File: config.mk
export PLATFORM = sky130hd
export DESIGN_NAME = alu_exec_unit
export DESIGN_NICKNAME = d
export VERILOG_FILES = /design/src/rtl/alu_exec_unit.sv
export SDC_FILE = /design/constraint.sdc
export NUM_CORES = 1
export LEC_CHECK = 0
export CAP_MARGIN = 15
export CORE_ASPECT_RATIO = 0.5
export CORE_MARGIN = 2
export CORE_UTILIZATION = 23
export DETAILED_ROUTE_END_ITERATION = 6
export PLACE_DENSITY_LB_ADDON = 0.12
export SETUP_SLACK_MARGIN = 0.3
export SLEW_MARGIN = 5
export SYNTH_ARGS = -nofsm -noshare
export SYNTH_HDL_FRONTEND = slang
export SYNTH_SLANG_ARGS = --single-unit
export TNS_END_PERCENT = 30
File: constraint.sdc
create_clock -name clk -period 9.14 [get_ports clk]
set_input_delay 1.828 -clock clk [delete_from_list [all_inputs] [get_ports clk]]
set_output_delay 1.828 -clock clk [all_outputs]
set_load 0.01 [all_outputs]
File: src/rtl/alu_exec_unit.sv
// alu_exec_unit
//   Execute-stage ALU for the MIPS core. Decodes ALUOp + funct, computes the
//   result and registers it with a one-cycle out_valid pulse. multu runs on a
//   WIDTH-cycle shift-add multiplier and writes the HI/LO registers.
//
// Parameters
//   WIDTH   datapath width in bits (>= 8)
//   MUL_EN  1 enables multu/mfhi/mflo, 0 decodes them as illegal
//   SH_W    shift-amount width, derived from WIDTH
//
// Ports
//   clk, rst_n       clock, asynchronous active-low reset
//   in_valid         operation presented
//   in_ready         unit can accept (handshake = in_valid && in_ready)
//   alu_op, funct    control-unit ALUOp and R-format funct field
//   shamt            shift amount for sll/srl
//   a, b             operands (rs, rt)
//   out_valid        one-cycle pulse, result/zero/illegal valid
//   result, zero     registered result and (result == 0)
//   illegal          registered, qualifies out_valid
//   hi, lo           multiply result registers
//
// state | meaning
// ------+---------------------------------------------------------------
// IDLE  | ready for a new op; single-cycle ops complete from here
// MUL   | multu in flight, one shift-add step per cycle, in_ready low

module alu_exec_unit #(
    parameter int WIDTH  = 32,
    parameter int MUL_EN = 1,
    parameter int SH_W   = $clog2(WIDTH)
) (
    input  logic             clk,
    input  logic             rst_n,
    input  logic             in_valid,
    output logic             in_ready,
    input  logic [1:0]       alu_op,
    input  logic [5:0]       funct,
    input  logic [SH_W-1:0]  shamt,
    input  logic [WIDTH-1:0] a,
    input  logic [WIDTH-1:0] b,
    output logic             out_valid,
    output logic [WIDTH-1:0] result,
    output logic             zero,
    output logic             illegal,
    output logic [WIDTH-1:0] hi,
    output logic [WIDTH-1:0] lo
);

    localparam int CNT_W = $clog2(WIDTH + 1);

    localparam logic [5:0] FN_ADD   = 6'b100000;
    localparam logic [5:0] FN_SUB   = 6'b100010;
    localparam logic [5:0] FN_AND   = 6'b100100;
    localparam logic [5:0] FN_OR    = 6'b100101;
    localparam logic [5:0] FN_NOR   = 6'b100111;
    localparam logic [5:0] FN_SLT   = 6'b101010;
    localparam logic [5:0] FN_SLL   = 6'b000000;
    localparam logic [5:0] FN_SRL   = 6'b000010;
    localparam logic [5:0] FN_MULTU = 6'b011001;
    localparam logic [5:0] FN_MFHI  = 6'b010000;
    localparam logic [5:0] FN_MFLO  = 6'b010010;

    typedef enum logic {
        IDLE = 1'b0,
        MUL  = 1'b1
    } state_t;

    state_t               state;
    logic [CNT_W-1:0]     cnt;
    logic [2*WIDTH-1:0]   mcand;
    logic [WIDTH-1:0]     mplier;
    logic [2*WIDTH-1:0]   acc;
    logic [2*WIDTH-1:0]   acc_step;

    logic [WIDTH-1:0]     dec_result;
    logic                 dec_illegal;
    logic                 dec_mul;
    logic                 accept;

    assign accept = in_valid && in_ready;

    // Illegal codes leave dec_result at 0 so the registered result/zero
    // fall out of the same path as legal ops.
    always_comb begin
        dec_result  = '0;
        dec_illegal = 1'b0;
        dec_mul     = 1'b0;
        case (alu_op)
            2'b00: dec_result = a + b;
            2'b01: dec_result = a - b;
            2'b10: begin
                case (funct)
                    FN_ADD: dec_result = a + b;
                    FN_SUB: dec_result = a - b;
                    FN_AND: dec_result = a & b;
                    FN_OR:  dec_result = a | b;
                    FN_NOR: dec_result = ~(a | b);
                    FN_SLT: dec_result = {{(WIDTH-1){1'b0}}, ($signed(a) < $signed(b))};
                    FN_SLL: dec_result = b << shamt;
                    FN_SRL: dec_result = b >> shamt;
                    FN_MULTU: begin
                        if (MUL_EN != 0) dec_mul = 1'b1;
                        else             dec_illegal = 1'b1;
                    end
                    FN_MFHI: begin
                        if (MUL_EN != 0) dec_result = hi;
                        else             dec_illegal = 1'b1;
                    end
                    FN_MFLO: begin
                        if (MUL_EN != 0) dec_result = lo;
                        else             dec_illegal = 1'b1;
                    end
                    default: dec_illegal = 1'b1;
                endcase
            end
            default: dec_illegal = 1'b1;
        endcase
    end

    // Accumulator value after this cycle's shift-add step.
    always_comb begin
        acc_step = acc;
        if (mplier[0]) acc_step = acc + mcand;
    end

    always_ff @(posedge clk or negedge rst_n) begin
        if (!rst_n) begin
            state     <= IDLE;
            in_ready  <= 1'b1;
            out_valid <= 1'b0;
            result    <= '0;
            zero      <= 1'b0;
            illegal   <= 1'b0;
            hi        <= '0;
            lo        <= '0;
            cnt       <= '0;
            mcand     <= '0;
            mplier    <= '0;
            acc       <= '0;
        end else begin
            out_valid <= 1'b0;
            case (state)
                IDLE: begin
                    if (accept) begin
                        if (dec_mul) begin
                            mcand    <= {{WIDTH{1'b0}}, a};
                            mplier   <= b;
                            acc      <= '0;
                            cnt      <= CNT_W'(WIDTH);
                            in_ready <= 1'b0;
                            state    <= MUL;
                        end else begin
                            out_valid <= 1'b1;
                            result    <= dec_result;
                            zero      <= (dec_result == '0);
                            illegal   <= dec_illegal;
                        end
                    end
                end
                MUL: begin
                    acc    <= acc_step;
                    mcand  <= mcand << 1;
                    mplier <= mplier >> 1;
                    cnt    <= cnt - CNT_W'(1);
                    // Last step: the counter hits its terminal count on this edge.
                    if (cnt == CNT_W'(1)) begin
                        hi        <= acc_step[2*WIDTH-1:WIDTH];
                        lo        <= acc_step[WIDTH-1:0];
                        result    <= acc_step[WIDTH-1:0];
                        zero      <= (acc_step[WIDTH-1:0] == '0);
                        illegal   <= 1'b0;
                        out_valid <= 1'b1;
                        in_ready  <= 1'b1;
                        state     <= IDLE;
                    end
                end
                default: begin
                    state    <= IDLE;
                    in_ready <= 1'b1;
                end
            endcase
        end
    end

endmodule

==> After elaboration in Yosys (flattened, before gate mapping) <==
Index checks and enable logic that the tools add are counted.
{ "word_totals": {"ff_bits": 267, "inputBits": 80, "out_inout_bits": 100, "wordCells": 94} }
{ "op_classes": {"addsub": 4, "magnitude_cmp": 1, "eq_ne": 17, "n_shift": 2, "n_mux": 43, "bitwise": 4, "reduce_logical": 11} }
{ "ops": {"columns": ["operator", "count"], "rows": [
  ["two-way mux 64 bit", 5],
  ["one-hot mux 32 bit (10 select lines)", 1],
  ["one-hot mux 64 bit (2 select lines)", 2],
  ["two-way mux 32 bit", 5],
  ["one-hot mux 32 bit (2 select lines)", 2],
  ["one-hot mux 32 bit (3 select lines)", 1],
  ["adder 64 bit", 1],
  ["logical NOT 32 bit", 2],
  ["equality test 6 bit (second input constant)", 6],
  ["adder 32 bit", 1],
  ["AND 32 bit", 1],
  ["< comparator 32 bit", 1],
  ["NOT 32 bit", 1],
  ["OR 32 bit", 1],
  ["left shift 32 x 5 -> 32 bit", 1],
  [">> shifter 32 x 5 -> 32 bit", 1],
  ["subtractor 32 bit", 1],
  ["equality test 6 x 5 -> 1 bit (second input constant)", 3],
  ["two-way mux 1 bit", 18],
  ["two-way mux 6 bit", 2],
  ["one-hot mux 1 bit (2 select lines)", 6],
  ["one-hot mux 6 bit (2 select lines)", 1],
  ["OR reduction 11 bit", 1],
  ["equality test 6 x 1 -> 1 bit (second input constant)", 1],
  ["13 further kinds", 17]
]} }

==> Longest topological paths before layout <==
Gate-level depths: netlist (run 1).
{ "logic_depth": {"ltp_word": 8, "depth_mapped": 16} }

==> Worst setup path after synthesis (run 1) <==
Ideal clock, no wire load.
{ "synth_path": {"path_kind": "input-to-reg", "start": "input port b[7]", "end": "register zero", "setup_time_ns": 0.092, "arrival_time_ns": 5.371, "setup_slack_ns": 3.677, "cell_stages": 16, "path_buffers": 2, "cell_sequence": "clkbuf_1 inv_1 ha_1 buf_4 nor2_1 a221oi_2 o221ai_1 a211o_1 a2111oi_2 o31ai_1 xnor2_1 nor2_1 a211o_1 a211o_1 or4_1 o31ai_2"} }
{ "synth_via": {"elab_chain_cells": 8, "word_cells_on_any_way": 14} }
{ "synth_lines": {"columns": ["element", "line_no", "rtl"], "rows": [
  ["start: declaration", "41", "input logic [WIDTH-1:0] b,"],
  ["branches (longest 3 deep; another with subtractor 32 bit)", null, null],
  ["one-hot mux 32 bit (3 select lines) *", "89", "case (alu_op)"],
  ["logical NOT 32 bit *", "156", "zero <= (dec_result == '0);"],
  ["two-way mux 1 bit *", "146", "if (dec_mul) begin"],
  ["two-way mux 1 bit *", "145", "if (accept) begin"],
  ["one-hot mux 1 bit (2 select lines) *", "143", "case (state)"],
  ["end signal: assignment", "156", null],
  ["end signal: assignment", "171", "zero <= (acc_step[WIDTH-1:0] == '0);"],
  ["end: declaration", "44", "output logic zero,"]
]} }
Every way passes the cells marked *. The select of a mux whose other input is x is not followed.
A chain may end at the register's enable or synchronous reset.

==> Worst setup path after layout (run 1) <==
{ "layout_path": {"start": "input port b[6]", "end": "register zero"} }
The elaborated chain is that of the path after synthesis.

==> results of run 1 <==
-- registers in the layout (all words and copies together) (netlist names), 6 cells and up --
signal and count:
acc 64, mcand 64, hi 32, cnt 6, mplier 32, result 32
lo 32
-- worst register-to-register path, delay by kind of cell (launching register included) --
kind | cells | cell delay (ns)
adder cells (fa/ha/maj) | 2 | 0.71
AND/OR/NAND/NOR | 4 | 1.33
flip-flops | 1 | 0.40
multiplexers | 1 | 0.73
AO/OA/AOI/OAI | 6 | 1.67
XOR/XNOR | 1 | 0.25
-- cell type report --
| class | count | area (µm²) |
|---|---|---|
| Timing Repair Buffer | 248 | 2300 |
| Fill cell | 11800 | 78600 |
| Sequential cell | 267 | 6690 |
| Tap cell | 1435 | 1800 |
| Clock buffer | 44 | 968 |
| Inverter | 117 | 439 |
| Multi-Input combinational cell | 2615 | 17200 |
| Clock inverter | 17 | 267 |
| Antenna cell | 2 | 5.00 |
-- cell families (layout without fill, tap and decap cells) --
kind of cell             count (synthesis)  after routing  share of synthesized area, %
AO/OA/AOI/OAI                         1072           1072                          27.3
multiplexers                           183            183                          10.1
XOR/XNOR                                81             81                          2.81
flip-flops                             267            267                          26.4
AND/OR/NAND/NOR                       1112           1112                          19.4
adder cells (fa/ha/maj)                167            167                          8.35
buffers and inverters                  367            426                          5.72
other                                    0              2                             0
-- metrics by stage --
| step | util (%) | area, µm² | power [mW] |
|---|---|---|---|
| floorplan | - | 25300 | 4.77 |
| finish | 27.4 | 29700 | 8.17 |
| global placement | 26.3 | 28400 | 6.58 |
| CTS | 27.4 | 29700 | 8.19 |
| detailed placement | 26.3 | 28400 | 6.58 |
| global route | 27.4 | 29700 | 8.72 |
-- worst max path at each step --
stage | start | to | slack, ns | cells past startpoint
2_1_floorplan | b[7] | zero | 3.68 | 16
3_3_place_gp | b[6] | zero | 1.29 | 15
3_5_place_dp | b[7] | zero | 1.39 | 15
4_1_cts | b[6] | zero | 2.02 | 15
5_1_grt | b[7] | zero | 1.86 | 15
6_report | b[6] | zero | 1.78 | 15
-- layer usage --
layer	vias to the layer above	global-route usage, %	wire, µm
met5	-	0	39
li1	11900	-	-
met2	1005	37.0	60900
met3	150	4.47	10200
met1	13200	35.5	66800
met4	6	5.85	3580
-- report_power, final --
group / leakage [nW] / switching [mW] / total [mW] / internal, mW
logic: 8.42 / 2.70 / 4.37 / 1.67
clock network: 0.604 / 0.658 / 1.56 / 0.902
registers: 3.45 / 0.605 / 2.25 / 1.64
-- placed cells by master, fill, tap and decap left out, types with 13 or more instances in the layout --
cell type / count
a211o_1: 18
a211oi_1: 56
a21o_1: 62
a21oi_1: 261
a221o_1: 18
a221oi_1: 21
a22o_1: 26
a22oi_1: 25
a31oi_1: 37
and2_1: 25
and3_1: 31
buf_4: 71
clkbuf_16: 34
clkdlybuf4s50_1: 174
dfrtp_1: 264
ha_1: 164
inv_1: 110
mux2_2: 36
mux2i_1: 93
mux4_2: 53
nand2_1: 505
nand2b_1: 27
nand3_1: 89
nand4_1: 25
nor2_1: 262
nor2b_1: 22
nor3_1: 58
nor4_1: 18
o211ai_1: 36
o21ai_0: 305
o21bai_1: 20
o22ai_1: 19
o31ai_1: 19
or3_1: 13
xnor2_1: 52
xor2_1: 29
==> impl_metrics.env, run 1 <==
export IMPL_rr_endpoint="zero"
export IMPL_critPathMaxFanout=11
export IMPL_ant_nets=0
export IMPL_p_leak_nw=12.5
export IMPL_dp_cells=4682
export IMPL_grt_max_degree=104
export IMPL_hp_start="mplier[19]"
export IMPL_ys_warn_count=0
export IMPL_worst_path_buf_inv=2
export IMPL_crit_required_ns=9.64
export IMPL_routed_via_count=26300
export IMPL_critPathLaunchType="input port"
export IMPL_worst_slew_pin_slew_ns=1.13
export IMPL_io_buffers=179
export IMPL_postSynthAreaPerCell_um2=7.78
export IMPL_dp_slack_ns=1.39
export IMPL_syn_area_um2=25300
export IMPL_clk_latency_ns=0.62
export IMPL_ys_top_cells_by_area="dfrtp_1 (26%), ha_1 (8.1%), nand2_1 (7.5%)"
export IMPL_cts_tree="built"
export IMPL_r2r_cells=14
export IMPL_path_delay_family="compound AO/OA/AOI/OAI gates"
export IMPL_syn_to_final_growth_pct=17.4
export IMPL_synth_cells=3249
export IMPL_setup_viol=0
export IMPL_drtIter0Drc=2767
export IMPL_worst_slack_ns=1.78
export IMPL_dieWidth_um=473
export IMPL_dieHeight_um=238
export IMPL_cts_sinks=267
export IMPL_gp_congestion=0.982
export IMPL_end_kind="flip-flop"
export IMPL_syn_num_nets=3496
export IMPL_r2r_start="mcand[0]"
export IMPL_layout_drive_gt1_share_pct=7.95
export IMPL_crit_slowest_cell="clkdlybuf4s50_1"
export IMPL_hold_buffers=0
export IMPL_dieArea_um2=113000
export IMPL_rows=85
export IMPL_via_per_inst=5.54
export IMPL_ir_drop_v=0.000130
export IMPL_hp_class="reg2reg"
export IMPL_min_to="mplier[18]"
export IMPL_cts_max_level=2
export IMPL_holdPathStages=2
export IMPL_ios=180
export IMPL_post_cts_setup_buffers=0
export IMPL_synthTopCellsByCount="nand2_1 (505), o21ai_0 (306), dfrtp_1 (266)"
export IMPL_nNetsFinal=3530
export IMPL_cts_root_buf="clkbuf_16"
export IMPL_drc=1
export IMPL_antenna_found_initial=10
export IMPL_yosysMostFrequentCell="nand2_1"
export IMPL_track_usage_pct=24.4
export IMPL_drt_pass1_iter_count=7
export IMPL_clk_pin_slew_ns=0.07
export IMPL_r2r_setup_slack_ns=4.00
export IMPL_layout_min_cycle_time_ns=7.36
export IMPL_synth_edf_count=0
export IMPL_critPathMaxStageDelay_ns=0.85
export IMPL_cap_violations=0
export IMPL_initial_core_util_pct=23.4
export IMPL_max_slew_margin_pct=23.7
export IMPL_p_per_area_nw_per_um2=275
export IMPL_routedWlPerCell_um=29.8
export IMPL_cts_buffer_depth=3
export IMPL_synth_distinct_cells=90
export IMPL_grt_first_pass_wirelength_mm=198
export IMPL_crit_type="in2reg"
export IMPL_path_cells="clkdlybuf4s50_1 > inv_1 > ha_1 > nor2_1 > a221oi_2 > o221ai_1 > a211o_1 > a211oi_1 > o31a_1 > o211ai_1 > a211oi_1 > and3_1 > nand4b_1 > or4_1 > o31ai_2"
export IMPL_grt_overflow=0
export IMPL_violations="DRC"
export IMPL_status="finished, violations left"
export IMPL_fin_cells=4745
export IMPL_slew_viol_final=0
export IMPL_grt_pass1_vias=25200
export IMPL_synth_flop_cell="dfrtp_1"
export IMPL_cp_common_cell="a211oi_1"
export IMPL_coreArea_um2=108000
export IMPL_holdWs_ns=0.475
export IMPL_synth_async_reset_ratio_pct=100
export IMPL_post_route_period_util_pct=80.5
export IMPL_wl_mm=141
export IMPL_synth_seq_cells=267
export IMPL_clock_fmax_mhz=136
export IMPL_arrival_ns=7.85
export IMPL_ctsResizeCount=0
export IMPL_hold_viol=0
export IMPL_finClkSkew_ns=0.0471
export IMPL_cts_made_buffers=34
export IMPL_setup_tns_ns=0
export IMPL_yosysTopAreaCellShare_pct=26.3
export IMPL_rsz0062_at_grt="no"
export IMPL_synth_largest_area_cell="dfrtp_1"
export IMPL_hpwl_mm=111
export IMPL_yosysSeqAreaShare_pct=26.4
No activity file was read; power rests on OpenSTA's default activity.
==> inputs of run 2 (changes only) <==
clock period = 6.1 ns   (was 9.14 ns; I/O delays follow)
==> run 2 against run 1 <==
Compared with the run above:
- the run still ends with DRC left
- routed wire length fell by 0.88%
- sequential share of layout area fell by 0.81 points
- via count is 1.4% higher
- critical path type unchanged
- largest power group unchanged
==> impl_metrics.env, run 2 (same netlist as run 1, synthesis figures left out) <==
export IMPL_drt_pass1_iter_count=7
export IMPL_coreArea_um2=108000
export IMPL_antenna_found_initial=3
export IMPL_setup_viol=0
export IMPL_track_usage_pct=24.2
export IMPL_p_per_area_nw_per_um2=390
export IMPL_slew_viol_final=0
export IMPL_path_cells="clkdlybuf4s50_1 > buf_4 > mux4_2 > mux2i_1 > nor3_1 > nand4b_1 > a211o_1 > o21ai_0 > o2111ai_1 > nor4_1 > buf_4 > and3_1 > nand4b_1 > or4_1 > o31ai_2"
export IMPL_finClkSkew_ns=0.0267
export IMPL_critPathMaxFanout=10
export IMPL_critPathMaxStageDelay_ns=0.57
export IMPL_crit_required_ns=6.66
export IMPL_grt_overflow=0
export IMPL_dieWidth_um=473
export IMPL_cap_violations=0
export IMPL_cts_root_buf="clkbuf_16"
export IMPL_grt_max_degree=114
export IMPL_wl_mm=140
export IMPL_layout_drive_gt1_share_pct=11.9
export IMPL_critPathLaunchType="input port"
export IMPL_dp_slack_ns=0.109
export IMPL_grt_pass1_vias=25600
export IMPL_rsz0062_at_grt="no"
export IMPL_cts_buffer_depth=3
export IMPL_hpwl_mm=112
export IMPL_cts_max_level=1
export IMPL_n_fill_cell=11800
export IMPL_crit_type="in2reg"
export IMPL_ios=180
export IMPL_reg_largest_list="acc (64), mcand (64)"
export IMPL_hold_buffers=0
export IMPL_worst_path_buf_inv=3
export IMPL_cts_tree="built"
export IMPL_io_buffers=179
export IMPL_post_route_period_util_pct=88.4
export IMPL_clock_fmax_mhz=186
export IMPL_violations="DRC"
export IMPL_r2r_cells=15
export IMPL_hp_class="reg2reg"
export IMPL_cp_depth=15
export IMPL_post_cts_setup_buffers=0
export IMPL_p_leak_nw=13.2
export IMPL_holdPathStages=1
export IMPL_final_common_cell="nand2_1"
export IMPL_path_delay_family="simple AND/OR/NAND/NOR gates"
export IMPL_design_area_um2=30800
export IMPL_grt_first_pass_wirelength_mm=198
export IMPL_cts_sinks=267
export IMPL_ant_nets=0
export IMPL_initial_core_util_pct=23.4
export IMPL_crit_slowest_cell="clkdlybuf4s50_1"
export IMPL_layout_common_cells="nand2_1 (505), o21ai_0 (305), dfrtp_1 (264)"
export IMPL_dieArea_um2=113000
export IMPL_drtIter0Drc=2660
export IMPL_max_slew_margin_pct=30.0
export IMPL_clk_latency_ns=0.66
export IMPL_ctsResizeCount=0
export IMPL_cts_made_buffers=30
export IMPL_drc=35
export IMPL_gp_congestion=1.00
export IMPL_status="finished, violations left"
export IMPL_syn_to_final_growth_pct=21.8
export IMPL_worst_slew_pin_slew_ns=1.04
export IMPL_rows=85
export IMPL_clk_pin_slew_ns=0.07
export IMPL_dieHeight_um=238
export IMPL_ir_drop_v=0.000216
export IMPL_end_kind="flip-flop"
export IMPL_nNetsFinal=3682
export IMPL_arrival_ns=5.95
export IMPL_routed_via_count=26700
export IMPL_hold_viol=0
export IMPL_layout_min_cycle_time_ns=5.39
export IMPL_via_per_inst=5.45
export IMPL_worst_slack_ns=0.710
export IMPL_place_area_um2=29700
export IMPL_routedWlPerCell_um=28.7
==> run 2: routing by layer <==
metal / GRT usage, % / up-vias / wire length, µm
met1: 35.1 / 13400 / 66300
met4: 5.30 / 2 / 3240
li1: - / 12200 / -
met5: 0 / - / 13
met2: 37.7 / 983 / 61700
met3: 3.47 / 133 / 8920
==> run 2: layout make-up <==
cell class	count	area [µm²]	area share, %
inverters	117	439	1.43
flip-flops and latches	267	6690	21.7
multi-input cells	2615	17200	55.9
diodes	1	2.50	0.00813
clock inverters	17	272	0.882
clock buffers	36	803	2.61
repair buffers	404	3570	11.6
well taps	1435	1800	5.83
==> run 2: where the power goes <==
part | switching (mW) | internal [mW]
Sequential | 0.909 | 2.46
Clock | 0.896 | 1.19
Combinational | 3.95 | 2.60
==> run 2: path summary, 6_finish.rpt <==
| check | startpoint | to | slack, ns |
|---|---|---|---|
| worst max-delay path | b[15] | zero | 0.71 |
| worst min-delay path | result[8] | result[8] | 0.48 |
| worst max register to register | mcand[0] | zero | 1.17 |
| worst min register to register | result[8] | result[8] | 0.48 |
| max in group asynchronous | rst_n | state | 4.38 |
| min in group asynchronous | rst_n | mcand[28] | 0.59 |
==> run 2: stage by stage <==
step / hold WS (ns) / total power, mW / instances / utilization, % / TNS, ns
CTS: 0.481 / 12.1 / 4891 / 28.4 / 0
detailed placement: 0.466 / 9.88 / 4838 / 27.4 / 0
global placement: 0.458 / 9.85 / 4838 / 27.4 / -0.00801
floorplan: 0.453 / 7.15 / 3249 / - / 0
finish: 0.480 / 12.0 / 4892 / 28.4 / 0
global route: 0.485 / 12.8 / 4891 / 28.4 / 0
==> run 2: worst register-to-register path: cells and delay by family (launching register included) <==
kind | cells | cell delay [ns]
xor gates and xnor gates | 1 | 0.24
AOI/OAI and AO/OA | 6 | 1.40
DFF | 1 | 0.43
adders and majority gates | 2 | 0.74
and+or+nand+nor | 4 | 1.24
buffers and inverters | 1 | 0.17
muxes | 1 | 0.60
